[config.mk]
export PLATFORM = sky130hd
export DESIGN_NAME = ptmch_multi_trg
export DESIGN_NICKNAME = d
export VERILOG_FILES = /design/src/rtl/ptmch_pkg.sv /design/src/rtl/ptmch_spi_rx.sv /design/src/rtl/ptmch_multi_trg.sv
export SDC_FILE = /design/constraint.sdc
export NUM_CORES = 1
export LEC_CHECK = 0
export ABC_AREA = 1
export BUFFER_PORTS_ARGS = -buffer_cell sky130_fd_sc_hd__buf_4
export CORE_MARGIN = 2
export CORE_UTILIZATION = 52
export DETAILED_ROUTE_END_ITERATION = 16
export PLACE_DENSITY = 0.66
export REMOVE_ABC_BUFFERS = 1
export SLEW_MARGIN = 20
export SYNTH_ARGS = -nofsm -noshare
export SYNTH_HDL_FRONTEND = slang
export SYNTH_SLANG_ARGS = --single-unit
[constraint.sdc]
create_clock -name CLK160M -period 8.44 [get_ports CLK160M]
set_input_delay 1.266 -clock CLK160M [delete_from_list [all_inputs] [get_ports CLK160M]]
set_output_delay 1.266 -clock CLK160M [all_outputs]
set_load 0.05 [all_outputs]
[src/rtl/ptmch_pkg.sv]
// Shared constants and state types for the multi-channel trigger generator.
package ptmch_pkg;

  localparam logic [7:0] ADDR_CTRL       = 8'h00;
  localparam logic [7:0] ADDR_PERIOD     = 8'h01;
  localparam logic [7:0] ADDR_POL        = 8'h02;
  localparam logic [7:0] ADDR_DELAY_BASE = 8'h10;
  localparam logic [7:0] ADDR_WIDTH_BASE = 8'h20;

  localparam int CTRL_RUN_BIT     = 0;
  localparam int CTRL_ONESHOT_BIT = 1;
  localparam int CTRL_ERR_CLR_BIT = 2;

  localparam int FRAME_BITS = 24;

  typedef enum logic [1:0] {
    SPI_IDLE,
    SPI_SHIFT,
    SPI_COMMIT
  } spi_state_t;

  typedef enum logic {
    SEQ_STOP,
    SEQ_RUN
  } seq_state_t;

endpackage

[src/rtl/ptmch_spi_rx.sv]
// SPI mode-0 receiver oversampled by the system clock; emits one addr/data
// strobe per complete 24-bit frame.
//   state      | meaning
//   SPI_IDLE   | waiting for a CS fall
//   SPI_SHIFT  | CS low, shifting MOSI on each SPI_CLK rise
//   SPI_COMMIT | 24 bits captured, present addr/data for one cycle
module ptmch_spi_rx
  import ptmch_pkg::*;
#(
  parameter int SYNC_STAGES = 2
) (
  input  logic        clk,
  input  logic        reset,
  input  logic        spi_cs,
  input  logic        spi_clk,
  input  logic        spi_mosi,
  output logic [7:0]  addr,
  output logic [15:0] data,
  output logic        valid
);

  logic [SYNC_STAGES-1:0] cs_sync;
  logic [SYNC_STAGES-1:0] sclk_sync;
  logic [SYNC_STAGES-1:0] mosi_sync;
  logic                   cs_prev;
  logic                   sclk_prev;

  // Synchroniser is left out of reset so a CS held low through reset
  // is not mistaken for a fresh CS fall afterwards.
  always_ff @(posedge clk) begin
    cs_sync   <= {cs_sync[SYNC_STAGES-2:0], spi_cs};
    sclk_sync <= {sclk_sync[SYNC_STAGES-2:0], spi_clk};
    mosi_sync <= {mosi_sync[SYNC_STAGES-2:0], spi_mosi};
    cs_prev   <= cs_sync[SYNC_STAGES-1];
    sclk_prev <= sclk_sync[SYNC_STAGES-1];
  end

  logic cs_s, mosi_s, sclk_rise, cs_fall;
  assign cs_s      = cs_sync[SYNC_STAGES-1];
  assign mosi_s    = mosi_sync[SYNC_STAGES-1];
  assign sclk_rise = sclk_sync[SYNC_STAGES-1] & ~sclk_prev;
  assign cs_fall   = cs_prev & ~cs_s;

  spi_state_t  state;
  logic [4:0]  bit_cnt;
  logic [23:0] shift_reg;

  always_ff @(posedge clk) begin
    if (reset) begin
      state     <= SPI_IDLE;
      bit_cnt   <= '0;
      shift_reg <= '0;
      addr      <= '0;
      data      <= '0;
      valid     <= 1'b0;
    end else begin
      valid <= 1'b0;
      case (state)
        SPI_IDLE: begin
          bit_cnt <= '0;
          if (cs_fall) state <= SPI_SHIFT;
        end
        SPI_SHIFT: begin
          if (cs_s) begin
            state <= SPI_IDLE;
          end else if (sclk_rise) begin
            shift_reg <= {shift_reg[22:0], mosi_s};
            bit_cnt   <= bit_cnt + 5'd1;
            if (bit_cnt == 5'(FRAME_BITS - 1)) state <= SPI_COMMIT;
          end
        end
        SPI_COMMIT: begin
          // Trailing bits are dropped: IDLE only re-arms on the next CS fall.
          addr  <= shift_reg[23:16];
          data  <= shift_reg[15:0];
          valid <= 1'b1;
          state <= SPI_IDLE;
        end
        default: state <= SPI_IDLE;
      endcase
    end
  end

endmodule

[src/rtl/ptmch_multi_trg.sv]
// Multi-channel period/delay/width trigger generator configured over SPI.
//   state    | meaning
//   SEQ_STOP | counter held at 0, shadows copied to active every cycle
//   SEQ_RUN  | counter runs 0..PERIOD, shadows copied on the wrap cycle
module ptmch_multi_trg
  import ptmch_pkg::*;
#(
  parameter int NUM_CH      = 2,
  parameter int CNT_W       = 16,
  parameter int SYNC_STAGES = 2
) (
  input  logic              CLK160M,
  input  logic              RESET,
  input  logic              SPI_CS,
  input  logic              SPI_CLK,
  input  logic              SPI_MOSI,
  output logic [NUM_CH-1:0] TRG_PLS,
  output logic              BUSY,
  output logic              CFG_ERR
);

  logic [7:0]  wr_addr;
  logic [15:0] wr_data;
  logic        wr_valid;

  ptmch_spi_rx #(.SYNC_STAGES(SYNC_STAGES)) u_spi_rx (
    .clk      (CLK160M),
    .reset    (RESET),
    .spi_cs   (SPI_CS),
    .spi_clk  (SPI_CLK),
    .spi_mosi (SPI_MOSI),
    .addr     (wr_addr),
    .data     (wr_data),
    .valid    (wr_valid)
  );

  logic [CNT_W-1:0]  wr_val;
  logic              hit_ctrl, hit_period, hit_pol, bad_addr;
  logic [NUM_CH-1:0] hit_delay, hit_width;

  assign wr_val = wr_data[CNT_W-1:0];

  always_comb begin
    hit_ctrl   = wr_valid && (wr_addr == ADDR_CTRL);
    hit_period = wr_valid && (wr_addr == ADDR_PERIOD);
    hit_pol    = wr_valid && (wr_addr == ADDR_POL);
    for (int i = 0; i < NUM_CH; i++) begin
      hit_delay[i] = wr_valid && (wr_addr == ADDR_DELAY_BASE + 8'(i));
      hit_width[i] = wr_valid && (wr_addr == ADDR_WIDTH_BASE + 8'(i));
    end
    bad_addr = wr_valid && !(hit_ctrl || hit_period || hit_pol ||
                             (|hit_delay) || (|hit_width));
  end

  logic [CNT_W-1:0]  period_sh, period_nxt, period_act;
  logic [NUM_CH-1:0] pol_sh, pol_nxt, pol_act;
  logic [CNT_W-1:0]  delay_sh [NUM_CH];
  logic [CNT_W-1:0]  delay_nxt[NUM_CH];
  logic [CNT_W-1:0]  delay_act[NUM_CH];
  logic [CNT_W-1:0]  width_sh [NUM_CH];
  logic [CNT_W-1:0]  width_nxt[NUM_CH];
  logic [CNT_W-1:0]  width_act[NUM_CH];

  // The active copy loads from the post-write shadow value, so a commit
  // landing on the wrap cycle takes effect in the very next period.
  always_comb begin
    period_nxt = hit_period ? wr_val : period_sh;
    pol_nxt    = hit_pol ? wr_data[NUM_CH-1:0] : pol_sh;
    for (int i = 0; i < NUM_CH; i++) begin
      delay_nxt[i] = hit_delay[i] ? wr_val : delay_sh[i];
      width_nxt[i] = hit_width[i] ? wr_val : width_sh[i];
    end
  end

  seq_state_t        seq_state;
  logic [CNT_W-1:0]  cnt;
  logic              oneshot;
  logic              wrap, load_active;
  logic [NUM_CH-1:0] raw;

  assign wrap        = (seq_state == SEQ_RUN) && (cnt == period_act);
  assign load_active = (seq_state == SEQ_STOP) || wrap;

  // End of window is compared one bit wider so DELAY+WIDTH cannot wrap.
  always_comb begin
    for (int i = 0; i < NUM_CH; i++) begin
      raw[i] = (seq_state == SEQ_RUN) && (cnt >= delay_act[i]) &&
               ({1'b0, cnt} < ({1'b0, delay_act[i]} + {1'b0, width_act[i]}));
    end
  end

  always_ff @(posedge CLK160M) begin
    if (RESET) begin
      seq_state  <= SEQ_STOP;
      cnt        <= '0;
      oneshot    <= 1'b0;
      CFG_ERR    <= 1'b0;
      TRG_PLS    <= '0;
      period_sh  <= '0;
      period_act <= '0;
      pol_sh     <= '0;
      pol_act    <= '0;
      for (int i = 0; i < NUM_CH; i++) begin
        delay_sh[i]  <= '0;
        delay_act[i] <= '0;
        width_sh[i]  <= '0;
        width_act[i] <= '0;
      end
    end else begin
      period_sh <= period_nxt;
      pol_sh    <= pol_nxt;
      for (int i = 0; i < NUM_CH; i++) begin
        delay_sh[i] <= delay_nxt[i];
        width_sh[i] <= width_nxt[i];
      end
      if (load_active) begin
        period_act <= period_nxt;
        pol_act    <= pol_nxt;
        for (int i = 0; i < NUM_CH; i++) begin
          delay_act[i] <= delay_nxt[i];
          width_act[i] <= width_nxt[i];
        end
      end

      if (bad_addr) CFG_ERR <= 1'b1;
      else if (hit_ctrl && wr_data[CTRL_ERR_CLR_BIT]) CFG_ERR <= 1'b0;

      if (hit_ctrl) oneshot <= wr_data[CTRL_ONESHOT_BIT];

      case (seq_state)
        SEQ_STOP: begin
          cnt <= '0;
          if (hit_ctrl && wr_data[CTRL_RUN_BIT] && (period_act != '0))
            seq_state <= SEQ_RUN;
        end
        SEQ_RUN: begin
          if (hit_ctrl && !wr_data[CTRL_RUN_BIT]) begin
            seq_state <= SEQ_STOP;
            cnt       <= '0;
          end else if (wrap) begin
            cnt <= '0;
            if (oneshot) seq_state <= SEQ_STOP;
          end else begin
            cnt <= cnt + CNT_W'(1);
          end
        end
        default: seq_state <= SEQ_STOP;
      endcase

      TRG_PLS <= raw ^ pol_act;
    end
  end

  assign BUSY = (seq_state == SEQ_RUN);

endmodule

# After elaboration in Yosys (flattened, before gate mapping)
# Memory sizes are Yosys's and may differ from the RTL's.
# Index checks and enable logic that the tools add are counted.
# word_totals
ff_bits	121
mem_bits_rw	128
word_cells	134
mem_count	4
# mem_list
memory	depth	word_bits	rd	rd_ports_with_merged_regs	write_ports	line	source
delay_act	2	16	2	0	2	ptmch_multi_trg.sv:59	logic [CNT_W-1:0] delay_act[NUM_CH];
delay_sh	2	16	2	0	2	ptmch_multi_trg.sv:57	logic [CNT_W-1:0] delay_sh [NUM_CH];
width_act	2	16	2	0	2	ptmch_multi_trg.sv:62	logic [CNT_W-1:0] width_act[NUM_CH];
width_sh	2	16	2	0	2	ptmch_multi_trg.sv:60	logic [CNT_W-1:0] width_sh [NUM_CH];
# classes
add_sub_neg	4
order_cmp	4
eq_ne	15
mux	39
bitwise	14
n_reduce_logical	34
# op_table
op	n
2-to-1 mux 16 bit	15
adder 16 x 16 -> 17 bit	2
< comparator 16 x 17 -> 1 bit	2
greater-or-equal comparator 16 bit	2
one-hot mux 16 bit (2 select lines)	1
logical AND 1 bit	17
adder 16 x 1 -> 16 bit, second input constant	1
equality test 16 bit	1
equality test 8 x 5 -> 1 bit, second input constant	2
equality test 8 x 6 -> 1 bit, second input constant	2
nonzero test 16 bit	1
2-to-1 mux 1 bit	13
2-to-1 mux 2 bit	5
2-to-1 mux 5 bit	2
one-hot mux 5 bit (2 select lines)	1
AND reduction 3 bit	3
equality test 8 x 1 -> 1 bit, second input constant	1
equality test 8 x 2 -> 1 bit, second input constant	1
logical NOT 8 bit	1
bitwise OR 1 bit	8
inequality test 3 x 1 -> 1 bit, second input constant	2
adder 5 x 1 -> 5 bit, second input constant	1
equality test 5 bit, second input constant	1
logical OR 1 bit	5
other kinds (13)	20

# Logic depth before layout (Yosys ltp)
# logic_depth
depth_word	9
ltp_mapped	20
mapped_depth_nobuf	20

# By module
# Synthesis repeated with hierarchy kept, for this count alone.
# unflattened
hier_cells	1509
hier_area_um2	12106.6
# modules_own_cells
module	n_inst	cells_per_inst	area_per_inst_um2	seq_area_each_um2
ptmch_multi_trg	1	1238	9918.3	4344.2
ptmch_spi_rx	1	271	2188.3	1281.2

# Worst setup path before layout
# Ideal clock, no wire load.
# synth_timing
path_kind	input to register
from	input port RESET
to	memory delay_act[0][0] (enable)
setup_time_ns	0.418
arrival_ns	2.964
setup_slack_ns	5.058
cell_stages	4
path_cell_list	clkbuf_1 > nor2_2 > buf_4 > inv_1
# synth_rtl
item	line	source
start, declared	ptmch_multi_trg.sv:13	input logic RESET,
end, declared	ptmch_multi_trg.sv:59	

==> impl_metrics.py <==
metrics = {
    "die": {
        "die_width_um": 157,
        "rows": 55,
        "pin_count": 9,
        "core_um2": 22800,
        "die_area_um2": 24600,
        "die_h_um": 157,
        "initial_core_util_pct": 53.3,
    },
    "routing": {
        "detail-route-antenna-nets": 0,
        "drt_pass1_iterations": 5,
        "num_vias": 9622,
        "drc": 0,
        "wl_per_cell_um": 14.7,
        "routed_wl_mm": 27.1,
        "vias_per_cell": 5.20,
        "drtIter0Drc": 689,
    },
    "critical_path": {
        "cp_common_cell": "nor2_1",
        "worstPathCellList": "inv_1 > nor2_1 > nor3b_1 > nand3_1 > nor2_1 > nand2_1 > nand2_2 > nor2_2 > inv_2 > buf_4",
        "critPathKind": "reg -> reg",
        "crit_path_max_incr_delay_ps": 670,
        "cp_data_required_time_ps": 8660,
        "worstSetupEndpointType": "register",
        "worstPathArrival_ps": 3300,
        "startpoint_type": "register",
        "crit_slowest_cell": "nor2_2",
        "cp_max_fo": 46,
    },
    "global_route": {
        "grt_first_pass_wirelength_mm": 44.4,
        "grt_pass1_vias": 9043,
        "antenna_found_initial": 0,
        "grt_max_degree": 83,
        "grt_overflow": 0,
        "grtUsageTotal_pct": 22.7,
    },
    "logic_synthesis": {
        "syn-instance-count": 1519,
        "synthArstFlopShare_pct": 0,
        "yosysUniqueCellTypes": 37,
        "synth.most_common_cell": "nor2_1",
        "synth_common_cells": "nor2_1 (268), nand2_1 (248), inv_1 (192), dfxtp_1 (185), o21ai_0 (147)",
        "synth_top_cell_area_share_pct": 30.5,
        "synth_seq_cells": 249,
        "synth.avg_cell_area_um2": 7.99,
        "yosys.area.top_type": "dfxtp_1",
        "synth_ff_type": "dfxtp_1",
        "syn_area_um2": 12100,
        "ys.warnings.count": 0,
        "yosysSeqAreaShare_pct": 46.3,
        "synth_area_leaders": "dfxtp_1 (31%), edfxtp_1 (16%), ha_1 (9.9%)",
        "synth_edf_count": 64,
    },
    "power_and_ir_drop": {
        "ir_worst_vdd_mv": 0.152,
        "power_leakage_nw": 5.64,
        "power_w": 0.00248,
        "power_density_nw_per_um2": 185,
    },
    "layout": {
        "fill_cells": 2043,
        "final_nets": 1618,
        "area_growth_pct": 10.2,
        "drive_above_1_share_pct": 5.08,
        "diodes": 0,
        "finalNonFillerCells": 1849,
    },
    "cts": {
        "clock-sinks": 249,
        "clk_pin_slew_ps": 60,
        "cts_buffers": 27,
        "cts_max_level": 1,
        "holdBufCountCts": 0,
        "cts_tree": "done",
        "worstSkewPairLatency_ps": 550,
        "cts_resized": 0,
        "cts_setup_buffers": 0,
        "clockRootBuffer": "clkbuf_16",
        "clk_path_buf_depth": 3,
    },
    "timing": {
        "max_slew_margin_pct": 42.0,
        "fin_crit_ps": 3090,
        "tns_ps": 0,
        "clock.fmax_mhz": 324,
        "rsz0062_at_grt": "false",
        "holdWs_ps": 326,
        "worstMarginPinSlew_ps": 870,
        "slew_viol_final": 0,
        "setup_viol": 0,
        "clock_skew_ps": 11.1,
        "finalHoldViolations": 0,
        "post-route-period-util_pct": 36.6,
    },
    "run_status": {
        "status": "complete, no violations",
    },
    "placement": {
        "place_congestion": 0.902,
        "dp_hpwl_mm": 18.9,
        "portBuffers": 8,
        "dp_cells": 1799,
    },
    "run": {
        "maxCapViolations": 0,
    },
    "worst_hold_path": {
        "min_path_type": "reg -> reg",
    },
}
[critical path: cells and delay by family, from the launching register on]
family / cells / cell delay [ps]
buffers and inverters: 3 / 970
flip-flops: 1 / 580
AND/OR/NAND/NOR: 7 / 1150
[metal layers]
layer  vias to the layer above  wire (µm)  global-route usage [%]
li1                       4909          -                       -
met1                      4493      13100                    31.4
met2                       167      12200                    37.2
met3                        53       1080                    2.96
met4                         0        711                    6.55
met5                         -          0                       0
[per-stage QoR]
stage	util [%]	setup slack (ps)	instance area, µm²
2_1_floorplan	-	5300	11900
3_3_place_gp	54.6	5120	12400
3_5_place_dp	54.6	5030	12400
4_1_cts	58.7	5390	13400
5_1_grt	58.7	5100	13400
6_report	58.7	5350	13400
[power by group]
| group | leakage [nW] | total (W) | internal (W) | switching [W] |
|---|---|---|---|---|
| clock | 0.464 | 0.00123 | 0.000739 | 0.000487 |
| combinational | 2.90 | 0.0000276 | 0.00000558 | 0.0000220 |
| sequential | 2.28 | 0.00122 | 0.00122 | 0.00000215 |
[final timing paths]
path,slack [ps],cells after the start,startpoint,endpoint
worst min-delay path,330,0,u_spi_rx.sclk_sync[0],u_spi_rx.sclk_sync[1]
worst max register to register,5350,10,cnt[11],width_act[0][26]
worst max-delay path,5350,10,cnt[11],width_act[0][26]
worst min register to register,330,0,u_spi_rx.sclk_sync[0],u_spi_rx.sclk_sync[1]
[cells by family after synthesis]
logic type / after synthesis / synth area share [%]
AND/OR/NAND/NOR: 610 / 20.5
buffers and inverters: 243 / 7.84
adder cells (fa/ha/maj): 98 / 10.2
XOR/XNOR: 51 / 3.68
flip-flops: 249 / 46.3
AO/OA/AOI/OAI: 268 / 11.4
[layout by cell type (no fill, tap or decap), types with 2 or more instances in the layout]
cell type  synthesis  routed
dfxtp_1          185     185
o21ai_1           16      16
nor3b_1            3       3
clkbuf_1          33       5
nand4_1           11      11
a31oi_1            5       5
nand3_1           42      42
o31ai_1            2       2
ha_1              96      96
nor4_2             2       2
nor3_2             4       4
nor2_2             3       3
nand2_2            2       2
xnor2_1           28      28
nand2_1          248     248
xor2_1            23      23
a21oi_1           89      89
edfxtp_1          64      64
nor3_1            14      14
nor2_1           268     268
inv_1            192     191
o31a_1             2       2
and3_1             2       2
o21ai_0          147     147
clkbuf_8           0       6
o21a_1             2       2
or2_2              2       2
nor4_1             6       6
clkbuf_16          0      27
o21bai_1           2       2
clkinv_2           0       5
bufinv_16          0       3
o2111ai_1          2       2
buf_4              2      18
fa_1               2       2
[cell type report]
cell class	count	area, µm²	share of cell area (%)
clock buffers	38	777	5.81
clock inverters	12	163	1.22
inverters	192	721	5.39
multi-input cells	1027	5560	41.6
flip-flops and latches	249	5630	42.1
well taps	313	392	2.93
repair buffers	18	135	1.01
(Power assumes the default switching activity.)
